==> src/rtl/rv_decode_stage_pkg.sv <==
// Shared encodings for the RV32I/RV64I decode stage: base opcodes, operand/PC
// selector codes, immediate formats and the control-flow hold state.
package rv_decode_stage_pkg;

    localparam logic [6:0] OPC_LOAD   = 7'b0000011;
    localparam logic [6:0] OPC_OP_IMM = 7'b0010011;
    localparam logic [6:0] OPC_AUIPC  = 7'b0010111;
    localparam logic [6:0] OPC_STORE  = 7'b0100011;
    localparam logic [6:0] OPC_OP     = 7'b0110011;
    localparam logic [6:0] OPC_LUI    = 7'b0110111;
    localparam logic [6:0] OPC_BRANCH = 7'b1100011;
    localparam logic [6:0] OPC_JALR   = 7'b1100111;
    localparam logic [6:0] OPC_JAL    = 7'b1101111;

    localparam logic [1:0] PC_PLUS_4 = 2'd0;
    localparam logic [1:0] PC_JAL    = 2'd1;
    localparam logic [1:0] PC_JALR   = 2'd2;
    localparam logic [1:0] PC_BRANCH = 2'd3;

    localparam logic [1:0] A_REG = 2'd0;
    localparam logic [1:0] A_PC  = 2'd1;
    localparam logic [1:0] A_0   = 2'd2;

    localparam logic B_REG = 1'b0;
    localparam logic B_IMM = 1'b1;

    typedef enum logic [2:0] {
        IMM_I,
        IMM_S,
        IMM_B,
        IMM_U,
        IMM_J,
        IMM_NONE
    } imm_fmt_e;

    typedef enum logic {
        ST_RUN,
        ST_WAIT_REDIRECT
    } dec_state_e;

endpackage

==> src/rtl/rv_imm_gen.sv <==
// Combinational immediate generator: assembles the 32-bit immediate for the
// given format and sign-extends it from inst[31] to XLEN.
module rv_imm_gen
    import rv_decode_stage_pkg::*;
#(
    parameter int XLEN = 32
) (
    input  logic [31:0]     inst,
    input  imm_fmt_e        format,
    output logic [XLEN-1:0] imm
);

    logic [31:0] imm32;
    logic        unusedOpcode;

    // The opcode bits never contribute to any immediate.
    assign unusedOpcode = ^inst[6:0];

    always_comb begin
        imm32 = '0;
        case (format)
            IMM_I:   imm32 = {{20{inst[31]}}, inst[31:20]};
            IMM_S:   imm32 = {{20{inst[31]}}, inst[31:25], inst[11:7]};
            IMM_B:   imm32 = {{19{inst[31]}}, inst[31], inst[7], inst[30:25], inst[11:8], 1'b0};
            IMM_U:   imm32 = {inst[31:12], 12'b0};
            IMM_J:   imm32 = {{11{inst[31]}}, inst[31], inst[19:12], inst[20], inst[30:21], 1'b0};
            default: imm32 = '0;
        endcase
        imm = XLEN'($signed(imm32));
    end

endmodule

==> src/rtl/rv_decode_stage.sv <==
// Decode stage between fetch and execute: one output register with valid/ready
// on both sides, load-use bubble interlock and a hold until execute redirects.
module rv_decode_stage
    import rv_decode_stage_pkg::*;
#(
    parameter int XLEN         = 32,
    parameter int LOAD_BUBBLES = 1
) (
    input  logic            clock,
    input  logic            reset_n,
    input  logic            in_valid,
    output logic            in_ready,
    input  logic [31:0]     in_inst,
    input  logic [XLEN-1:0] in_pc,
    output logic            out_valid,
    input  logic            out_ready,
    output logic [31:0]     out_inst,
    output logic [XLEN-1:0] out_pc,
    output logic [4:0]      rs1,
    output logic [4:0]      rs2,
    output logic [4:0]      rd,
    output logic [XLEN-1:0] imm,
    output logic [1:0]      pc_sel,
    output logic [1:0]      a_sel,
    output logic            b_sel,
    output logic            illegal,
    output logic            stall,
    input  logic            redirect
);

    localparam logic [1:0] LD_RELOAD = (LOAD_BUBBLES > 0) ? 2'(LOAD_BUBBLES - 1) : 2'd0;

    imm_fmt_e        immFmt;
    logic [XLEN-1:0] immDec;
    logic [1:0]      pcSel, aSel;
    logic            bSel, isIllegal, usesRs1, usesRs2, isLoad, isCtrl;
    logic            accept, ldHazard, ldTransfer, outLdLive, trkLive;
    logic [4:0]      inRs1, inRs2, outRd;

    dec_state_e      state_q, state_d;
    logic [4:0]      ldRd_q, ldRd_d;
    logic [1:0]      ldCnt_q, ldCnt_d;
    logic            outValid_q, outIsLoad_q, illegal_q, bSel_q;
    logic [31:0]     outInst_q;
    logic [XLEN-1:0] outPc_q, imm_q;
    logic [1:0]      pcSel_q, aSel_q;

    always_comb begin
        immFmt    = IMM_NONE;
        pcSel     = PC_PLUS_4;
        aSel      = A_REG;
        bSel      = B_REG;
        isIllegal = 1'b0;
        usesRs1   = 1'b1;
        usesRs2   = 1'b0;
        isLoad    = 1'b0;
        isCtrl    = 1'b0;
        case (in_inst[6:0])
            OPC_OP_IMM: begin immFmt = IMM_I; bSel = B_IMM; end
            OPC_LOAD:   begin immFmt = IMM_I; bSel = B_IMM; isLoad = 1'b1; end
            OPC_JALR:   begin immFmt = IMM_I; bSel = B_IMM; pcSel = PC_JALR; isCtrl = 1'b1; end
            OPC_STORE:  begin immFmt = IMM_S; bSel = B_IMM; usesRs2 = 1'b1; end
            OPC_OP:     begin usesRs2 = 1'b1; end
            OPC_BRANCH: begin immFmt = IMM_B; pcSel = PC_BRANCH; usesRs2 = 1'b1; isCtrl = 1'b1; end
            OPC_LUI:    begin immFmt = IMM_U; aSel = A_0; bSel = B_IMM; usesRs1 = 1'b0; end
            OPC_AUIPC:  begin immFmt = IMM_U; aSel = A_PC; bSel = B_IMM; usesRs1 = 1'b0; end
            OPC_JAL:    begin immFmt = IMM_J; aSel = A_PC; bSel = B_IMM; pcSel = PC_JAL;
                              usesRs1 = 1'b0; isCtrl = 1'b1; end
            default:    begin isIllegal = 1'b1; usesRs1 = 1'b0; end
        endcase
    end

    rv_imm_gen #(.XLEN(XLEN)) u_imm_gen (
        .inst   (in_inst),
        .format (immFmt),
        .imm    (immDec)
    );

    assign inRs1 = in_inst[19:15];
    assign inRs2 = in_inst[24:20];
    assign outRd = outInst_q[11:7];

    // A load still sitting in the output register, or one that left within the
    // last LOAD_BUBBLES-1 cycles, blocks any consumer of its destination.
    assign outLdLive = outValid_q && outIsLoad_q && (outRd != 5'd0);
    assign trkLive   = (ldCnt_q != 2'd0);
    assign ldHazard  = (LOAD_BUBBLES > 0) &&
                       ((outLdLive && ((usesRs1 && inRs1 == outRd) || (usesRs2 && inRs2 == outRd))) ||
                        (trkLive && ((usesRs1 && inRs1 == ldRd_q) || (usesRs2 && inRs2 == ldRd_q))));

    assign in_ready = (!outValid_q || out_ready) && (state_q == ST_RUN) && !ldHazard && !redirect;
    assign accept   = in_valid && in_ready;

    always_comb begin
        state_d = state_q;
        if (state_q == ST_RUN && accept && isCtrl) begin
            state_d = ST_WAIT_REDIRECT;
        end else if (state_q == ST_WAIT_REDIRECT && redirect) begin
            state_d = ST_RUN;
        end
    end

    assign ldTransfer = outValid_q && out_ready && outLdLive;

    always_comb begin
        ldRd_d  = ldRd_q;
        ldCnt_d = ldCnt_q;
        if (ldTransfer) begin
            ldRd_d  = outRd;
            ldCnt_d = LD_RELOAD;
        end else if (trkLive) begin
            ldCnt_d = ldCnt_q - 2'd1;
        end
    end

    always_ff @(posedge clock) begin
        if (!reset_n) begin
            state_q <= ST_RUN;
            ldRd_q  <= '0;
            ldCnt_q <= '0;
        end else begin
            state_q <= state_d;
            ldRd_q  <= ldRd_d;
            ldCnt_q <= ldCnt_d;
        end
    end

    // Redirect squashes the held instruction; fields only change on accept.
    always_ff @(posedge clock) begin
        if (!reset_n) begin
            outValid_q  <= 1'b0;
            outIsLoad_q <= 1'b0;
            outInst_q   <= '0;
            outPc_q     <= '0;
            imm_q       <= '0;
            pcSel_q     <= PC_PLUS_4;
            aSel_q      <= A_REG;
            bSel_q      <= B_REG;
            illegal_q   <= 1'b0;
        end else if (redirect) begin
            outValid_q <= 1'b0;
        end else if (accept) begin
            outValid_q  <= 1'b1;
            outIsLoad_q <= isLoad;
            outInst_q   <= in_inst;
            outPc_q     <= in_pc;
            imm_q       <= immDec;
            pcSel_q     <= pcSel;
            aSel_q      <= aSel;
            bSel_q      <= bSel;
            illegal_q   <= isIllegal;
        end else if (out_ready) begin
            outValid_q <= 1'b0;
        end
    end

    assign out_valid = outValid_q;
    assign out_inst  = outInst_q;
    assign out_pc    = outPc_q;
    assign rs1       = outInst_q[19:15];
    assign rs2       = outInst_q[24:20];
    assign rd        = outRd;
    assign imm       = imm_q;
    assign pc_sel    = pcSel_q;
    assign a_sel     = aSel_q;
    assign b_sel     = bSel_q;
    assign illegal   = illegal_q;
    assign stall     = (state_q == ST_WAIT_REDIRECT);

endmodule

==> config.mk <==
export PLATFORM = sky130hd
export DESIGN_NAME = rv_decode_stage
export DESIGN_NICKNAME = d
export VERILOG_FILES = /design/src/rtl/rv_decode_stage_pkg.sv /design/src/rtl/rv_imm_gen.sv /design/src/rtl/rv_decode_stage.sv
export SDC_FILE = /design/constraint.sdc
export NUM_CORES = 1
export LEC_CHECK = 0
export BUFFER_PORTS_ARGS = -buffer_cell sky130_fd_sc_hd__clkbuf_2
export CORE_AREA = 5 5 110 112
export CTS_CLUSTER_SIZE = 16
export DETAILED_ROUTE_END_ITERATION = 12
export DIE_AREA = 0 0 115 117
export PLACE_DENSITY = 0.78
export SETUP_SLACK_MARGIN = 0.05
export SYNTH_ARGS = -nofsm -noshare
export SYNTH_HDL_FRONTEND = slang
export SYNTH_HIERARCHICAL = 1
export SYNTH_SLANG_ARGS = --single-unit
==> constraint.sdc <==
create_clock -name clock -period 2.65 [get_ports clock]
set_input_delay 0.265 -clock clock [delete_from_list [all_inputs] [get_ports clock]]
set_output_delay 0.265 -clock clock [all_outputs]
set_load 0.01 [all_outputs]
# Word-level counts from Yosys, hierarchy flattened
# Index checks and enable logic that the tools add are counted.
dict set report classes {
  add_sub_neg 1
  n_eq_ne 17
  muxes 14
  bitwise_logic 3
  n_reduce_logical 40
}
# operator count
set op_table {}
lappend op_table {{32-bit one-hot mux with 5 select lines} 1}
lappend op_table {{7-bit by 6-bit equality test with 1-bit output (second input constant)} 3}
lappend op_table {{7-bit equality test (second input constant)} 3}
lappend op_table {{5-bit equality test} 4}
lappend op_table {{1-bit logical AND} 17}
lappend op_table {{3-bit one-hot mux with 5 select lines} 1}
lappend op_table {{7-bit by 5-bit equality test with 1-bit output (second input constant)} 2}
lappend op_table {{1-bit two-way mux} 10}
lappend op_table {{3-bit OR reduction} 3}
lappend op_table {{9-bit OR reduction} 1}
lappend op_table {{2-bit OR reduction} 4}
lappend op_table {{7-bit by 2-bit equality test with 1-bit output (second input constant)} 1}
lappend op_table {{7-bit OR reduction} 1}
lappend op_table {{3-bit by 2-bit equality test with 1-bit output (second input constant)} 2}
lappend op_table {{2-bit one-hot mux with 3 select lines} 1}
lappend op_table {{2-bit nonzero test} 3}
lappend op_table {{6-bit OR reduction} 1}
lappend op_table {{5-bit nonzero test} 1}
lappend op_table {{1-bit logical OR} 4}
lappend op_table {{2-bit one-hot mux with 2 select lines} 1}
lappend op_table {{3-bit by 1-bit equality test with 1-bit output (second input constant)} 1}
lappend op_table {{3-bit equality test (second input constant)} 1}
lappend op_table {{1-bit logical NOT} 3}
lappend op_table {{3-bit logical NOT} 1}
lappend op_table {{3 further kinds} 5}
dict set report totals {
  register_bits 112
  input_bits 69
  output_inout_bits 120
  word_cells 87
}

# Depth between registers and ports, before layout
dict set report logic_depth {
  ltp_word 14
  depth_mapped 12
  mapped_depth_nobuf 10
}

# Modules after synthesis
# Netlist, hierarchy kept.
# mod n_inst cells_each area_per_inst_um2 seq_area_each_um2
set by_module_without_submodules {}
lappend by_module_without_submodules {rv_decode_stage 1 585 4799.6 2242.2}
lappend by_module_without_submodules {rv_imm_gen 1 97 516.7 0.0}

# Worst setup path after synthesis
# OpenSTA, ideal clock, no wires.
dict set report synth_path {
  path_kind {input to register}
  startpoint {input in_inst[6]}
  endpoint {register imm_q[27] (netlist: imm[27])}
  setup_time_ps 123
  arrival_time_ps 2156
  t_required_ps 2527
  setup_slack_ps 371
  cell_stages 12
  path_buffers 2
  cell_sequence {clkbuf_1 inv_1 or3_1 nor2_1 a21oi_1 nor3_1 maj3_2 nand2b_4 buf_2 nand2_1 nand3_1 o21ai_0}
}
dict set report synth_via {
  word_cells_on_any_way 36
  classes_between {13 x eq/ne; 4 x mux; 19 x reduce/logical}
}
# item line_no
set synth_rtl {}
lappend synth_rtl {{start: declaration} rv_decode_stage.sv:13} ;# input logic [31:0] in_inst,
lappend synth_rtl {{7-bit equality test, or another cell as far along} rv_decode_stage.sv:58} ;# case (in_inst[6:0])
lappend synth_rtl {{3-bit OR reduction (no line) or 2-bit OR reduction (tied branches)} -}
lappend synth_rtl {{3-bit one-hot mux with 5 select lines (*)} rv_decode_stage.sv:58}
lappend synth_rtl {{net immFmt[1]} rv_decode_stage.sv:33} ;# imm_fmt_e immFmt;
lappend synth_rtl {{3-bit equality test, or another cell as far along} rv_imm_gen.sv:21} ;# case (format)
lappend synth_rtl {{32-bit one-hot mux with 5 select lines (*)} rv_imm_gen.sv:21}
lappend synth_rtl {{net immDec[27]} rv_decode_stage.sv:34} ;# logic [XLEN-1:0] immDec;
lappend synth_rtl {{end signal: assignment} rv_decode_stage.sv:147} ;# imm_q <= immDec;
lappend synth_rtl {{end: declaration} rv_decode_stage.sv:45} ;# logic [XLEN-1:0] outPc_q, imm_q;
# Mark *: on every way through the listed nets, which the timed path passes. The rest lies on a longest branch.
# A chain may end at the register's enable or synchronous reset.

# Worst setup path in the final report
dict set report layout_path {
  startpoint {register outInst_q[7] (netlist: out_inst[7])}
  endpoint {register imm_q[5] (netlist: imm[5])}
}
dict set report layout_via {
  elab_chain_cells 10
  word_cells_on_any_way 14
  classes_between {2 x eq/ne; 12 x reduce/logical}
}
# item line_no
set layout_lines {}
lappend layout_lines {{start: declaration} rv_decode_stage.sv:44} ;# logic [31:0] outInst_q;
lappend layout_lines {{start signal: assignment} rv_decode_stage.sv:145} ;# outInst_q <= in_inst;
lappend layout_lines {{5-bit equality test} rv_decode_stage.sv:88} ;# ((outLdLive && ((usesRs1 && inRs1 == outRd) || (usesRs2 && inRs2 == outRd))) ||
lappend layout_lines {{1-bit logical AND} rv_decode_stage.sv:88}
lappend layout_lines {{1-bit logical OR} rv_decode_stage.sv:88}
lappend layout_lines {{1-bit logical AND (*)} rv_decode_stage.sv:88}
lappend layout_lines {{1-bit logical OR (*)} rv_decode_stage.sv:88}
lappend layout_lines {{1-bit logical NOT (*)} rv_decode_stage.sv:91} ;# assign in_ready = (!outValid_q || out_ready) && (state_q == ST_RUN) && !ldHazard && !redirect;
lappend layout_lines {{1-bit logical AND (*) (2 in a row)} rv_decode_stage.sv:91}
lappend layout_lines {{1-bit logical AND (*)} rv_decode_stage.sv:92} ;# assign accept = in_valid && in_ready;
lappend layout_lines {{2-bit AND reduction (no line) (*)} -}
# Every way passes the cells marked *; elsewhere a longest branch is shown, timed or not.

==> flow_metrics.env <==
export IMPL_drt_iter0_drc=331
export IMPL_synth_top_area_share_pct=42.2
export IMPL_synth_edf_count=0
export IMPL_path_max_fanout=122
export IMPL_critPathSlowestCell="or4_1"
export IMPL_placementRows=39
export IMPL_antenna_cells=0
export IMPL_r2r_cells=7
export IMPL_irDropWorstVdd_uv=316
export IMPL_routed_via_count=5122
export IMPL_combPwrFrac_pct=14.1
export IMPL_final_common_cell="clkbuf_2"
export IMPL_fin_crit_ps=2400
export IMPL_finalSetupTns_ps=0
export IMPL_synth_cells=682
export IMPL_stdcell_count=966
export IMPL_cts_htree_levels=3
export IMPL_seqPwrFrac_pct=49.3
export IMPL_yosysSeqAreaShare_pct=42.2
export IMPL_path_clk_slew_ps=70
export IMPL_post_drt_wl_per_cell_um=15.3
export IMPL_layout_common_cells="clkbuf_2 (187), nand2_1 (130), dfxtp_1 (112)"
export IMPL_core_um2=11100
export IMPL_grt_max_degree=123
export IMPL_syn2layout_area_growth_pct=21.9
export IMPL_critical_path_class="flip-flop to flip-flop"
export IMPL_fp_dieH_um=117
export IMPL_start_util_pct=47.8
export IMPL_overflow=0
export IMPL_firstDrtPassIters=5
export IMPL_synthArstFlopShare_pct=0
export IMPL_status="completed"
export IMPL_cts_made_buffers=9
export IMPL_clock_latency_ps=350
export IMPL_crit_chain="or4_1 -> o211ai_2 -> nor3_1 -> a211oi_4 -> buf_12 -> nand3_1 -> o21ai_1"
export IMPL_synth_top_family_by_area="simple AND/OR/NAND/NOR gates"
export IMPL_port_buffers=188
export IMPL_fmax_ghz=0.416
export IMPL_finalHoldViolations=0
export IMPL_gr_usage_all_layers_pct=21.7
export IMPL_internal_power_uw=2660
export IMPL_synthesis_nets=752
export IMPL_routed_wl_um=14800
export IMPL_synth_mux_area_share_pct=1.32
export IMPL_syn_avg_cell_area_um2=7.80
export IMPL_gp_congestion=0.866
export IMPL_synth_compound_area_share_pct=17.1
export IMPL_period_share_pct=90.7
export IMPL_switching_power_uw=963
export IMPL_grt_pass1_vias=4594
export IMPL_finalPower_uw=3620
export IMPL_cts_root_buf="clkbuf_16"
export IMPL_report_final_slew_viol_count=0
export IMPL_grt_antenna_before_repair=0
export IMPL_postRouteAntennaNets=0
export IMPL_cp_start_kind="flip-flop"
export IMPL_die_w_um=115
export IMPL_whs_path_depth=3
export IMPL_finalCoreUtilization_pct=58.3
export IMPL_synth_area_um2=5320
export IMPL_clock_sinks=112
export IMPL_placed_cells=950
export IMPL_synth_main_ff_cell="dfxtp_1"
export IMPL_synth_cell_types=48
export IMPL_arrival_ps=2680
export IMPL_ys_warn_count=6
export IMPL_synthTopCellsByArea="dfxtp_1 (42%), nand2_1 (9.2%), nand3_1 (8.5%), o21ai_0 (7.3%), xnor2_1 (3.3%)"
export IMPL_critPathCaptureType="flip-flop"
export IMPL_yosys_area_top_type="dfxtp_1"
export IMPL_pwr_share_clk_pct=36.6
export IMPL_slew_headroom_pct=59.1
export IMPL_synth_xor_area_share_pct=3.46
export IMPL_hp_class="input port to flip-flop"
export IMPL_synth_seq_cells=112
export IMPL_postCtsSetupBuffers=0
export IMPL_cts_buffer_depth=2
export IMPL_dp_hpwl_um=10700
export IMPL_tightest_slew_ps=613
export IMPL_p_per_area_nw_per_um2=558
export IMPL_via_per_inst=5.30
export IMPL_switching_share_pct=26.6
export IMPL_nets=888
export IMPL_pin_count=189
export IMPL_cap_viol_max_count=0
export IMPL_cts_tree="yes"
export IMPL_drc=0
export IMPL_grt_pass1_wl_um=23400
export IMPL_timing_critical_path_slowest_cell_delay_ps=570
export IMPL_drive_gt1_share_pct=29.6
export IMPL_nFillCells=1054
export IMPL_dieArea_um2=13500
export IMPL_fin_skew_ps=6.01
export IMPL_finalSetupViolCount=0
export IMPL_required_ps=2920
export IMPL_synthAdderAreaFrac_pct=0.447
export IMPL_rsz0062_at_grt="false"
export IMPL_power_leakage_uw=0.00275
export IMPL_synth_simple_area_share_pct=27.1
-- cell type report --
cell class	count	area, um2	area share [%]
sequential	112	2240	34.6
timing repair buffer	203	1110	17.1
tap	143	179	2.76
clock buffer	12	267	4.11
multi-input combinational	485	2630	40.6
clock inverter	4	27.5	0.425
inverter	7	26.3	0.405
-- metal layers --
| metal | global-route usage [%] | share of wire [%] |
|---|---|---|
| met1 | 29.9 | 45 |
| met2 | 32.6 | 44 |
| met3 | 5.81 | 9.6 |
| met4 | 8.37 | 2.0 |
| met5 | 0 | 0 |
-- cells by family (layout without fill, tap and decap cells) --
family / count (synthesis) / after routing
and+or+nand+nor: 296 / 296
adders and majority gates: 2 / 2
AOI/OAI and AO/OA: 159 / 159
xor gates and xnor gates: 21 / 21
DFF: 112 / 112
buffers and inverters: 85 / 226
muxes: 7 / 7
-- synth_stat cells (2+ instances only) --
cell / number
nor2b_1: 27
o21ai_0: 78
nand4_1: 7
o21ai_2: 10
inv_1: 7
mux2i_1: 7
buf_1: 2
nand2b_1: 4
nor2_1: 9
clkbuf_2: 3
buf_6: 5
and2_1: 2
dfxtp_1: 112
buf_2: 17
nand3_2: 10
buf_4: 15
or3_1: 2
nor3_1: 7
nand3_1: 90
nand2_1: 130
and3b_1: 2
o22ai_1: 10
a21oi_1: 21
xnor2_1: 20
o21ai_1: 27
clkbuf_1: 35
o2111ai_1: 2
-- state kept, by name, summed over array words and instances (netlist names) --
| signal | flops |
|---|---|
| ldRd_q | 5 |
| b_sel | 1 |
| out_pc | 32 |
| outIsLoad_q | 1 |
| a_sel | 2 |
| ldCnt_q | 2 |
| out_valid | 1 |
| out_inst | 32 |
| stall | 1 |
| imm | 32 |
| pc_sel | 2 |
| illegal | 1 |
-- timing repair --
item                                    CTS  global route
hold buffers                              0             0
endpoints found under the hold margin     0             0
gates resized for setup                   0             2
endpoints found under the setup margin    0            49
-- path summary, 6_finish.rpt --
| path | slack [ps] | startpoint | end |
|---|---|---|---|
| setup reg to reg | 250 | out_inst[7] | imm[5] |
| setup / recovery | 250 | out_inst[7] | imm[5] |
| hold reg to reg | 450 | a_sel[0] | a_sel[0] |
| hold / removal | 130 | in_pc[15] | out_pc[15] |
-- power groups by stage --
stage          registers, uW  logic, uW  clock network [uW]
6_report                1780        509                1320
5_1_grt                 1790        567                1430
4_1_cts                 1790        510                1360
3_5_place_dp            1820        508                   0
3_3_place_gp            1820        501                   0
2_1_floorplan           1850        297                   0
-- worst max-delay path, delay by kind of cell (launching register included) --
family / cells / cell delay, ps
AOI/OAI and AO/OA: 3 / 670
buffers and inverters: 1 / 420
DFF: 1 / 320
and+or+nand+nor: 3 / 840
-- through the flow --
step	instance area, um2	worst slack [ps]	hold WS [ps]
floorplan	5320	371	386
global placement	6180	268	436
detailed placement	6180	277	445
CTS	6480	184	119
global route	6480	68.0	134
finish	6480	246	128
Note: power is estimated with default switching activity, not from simulation.
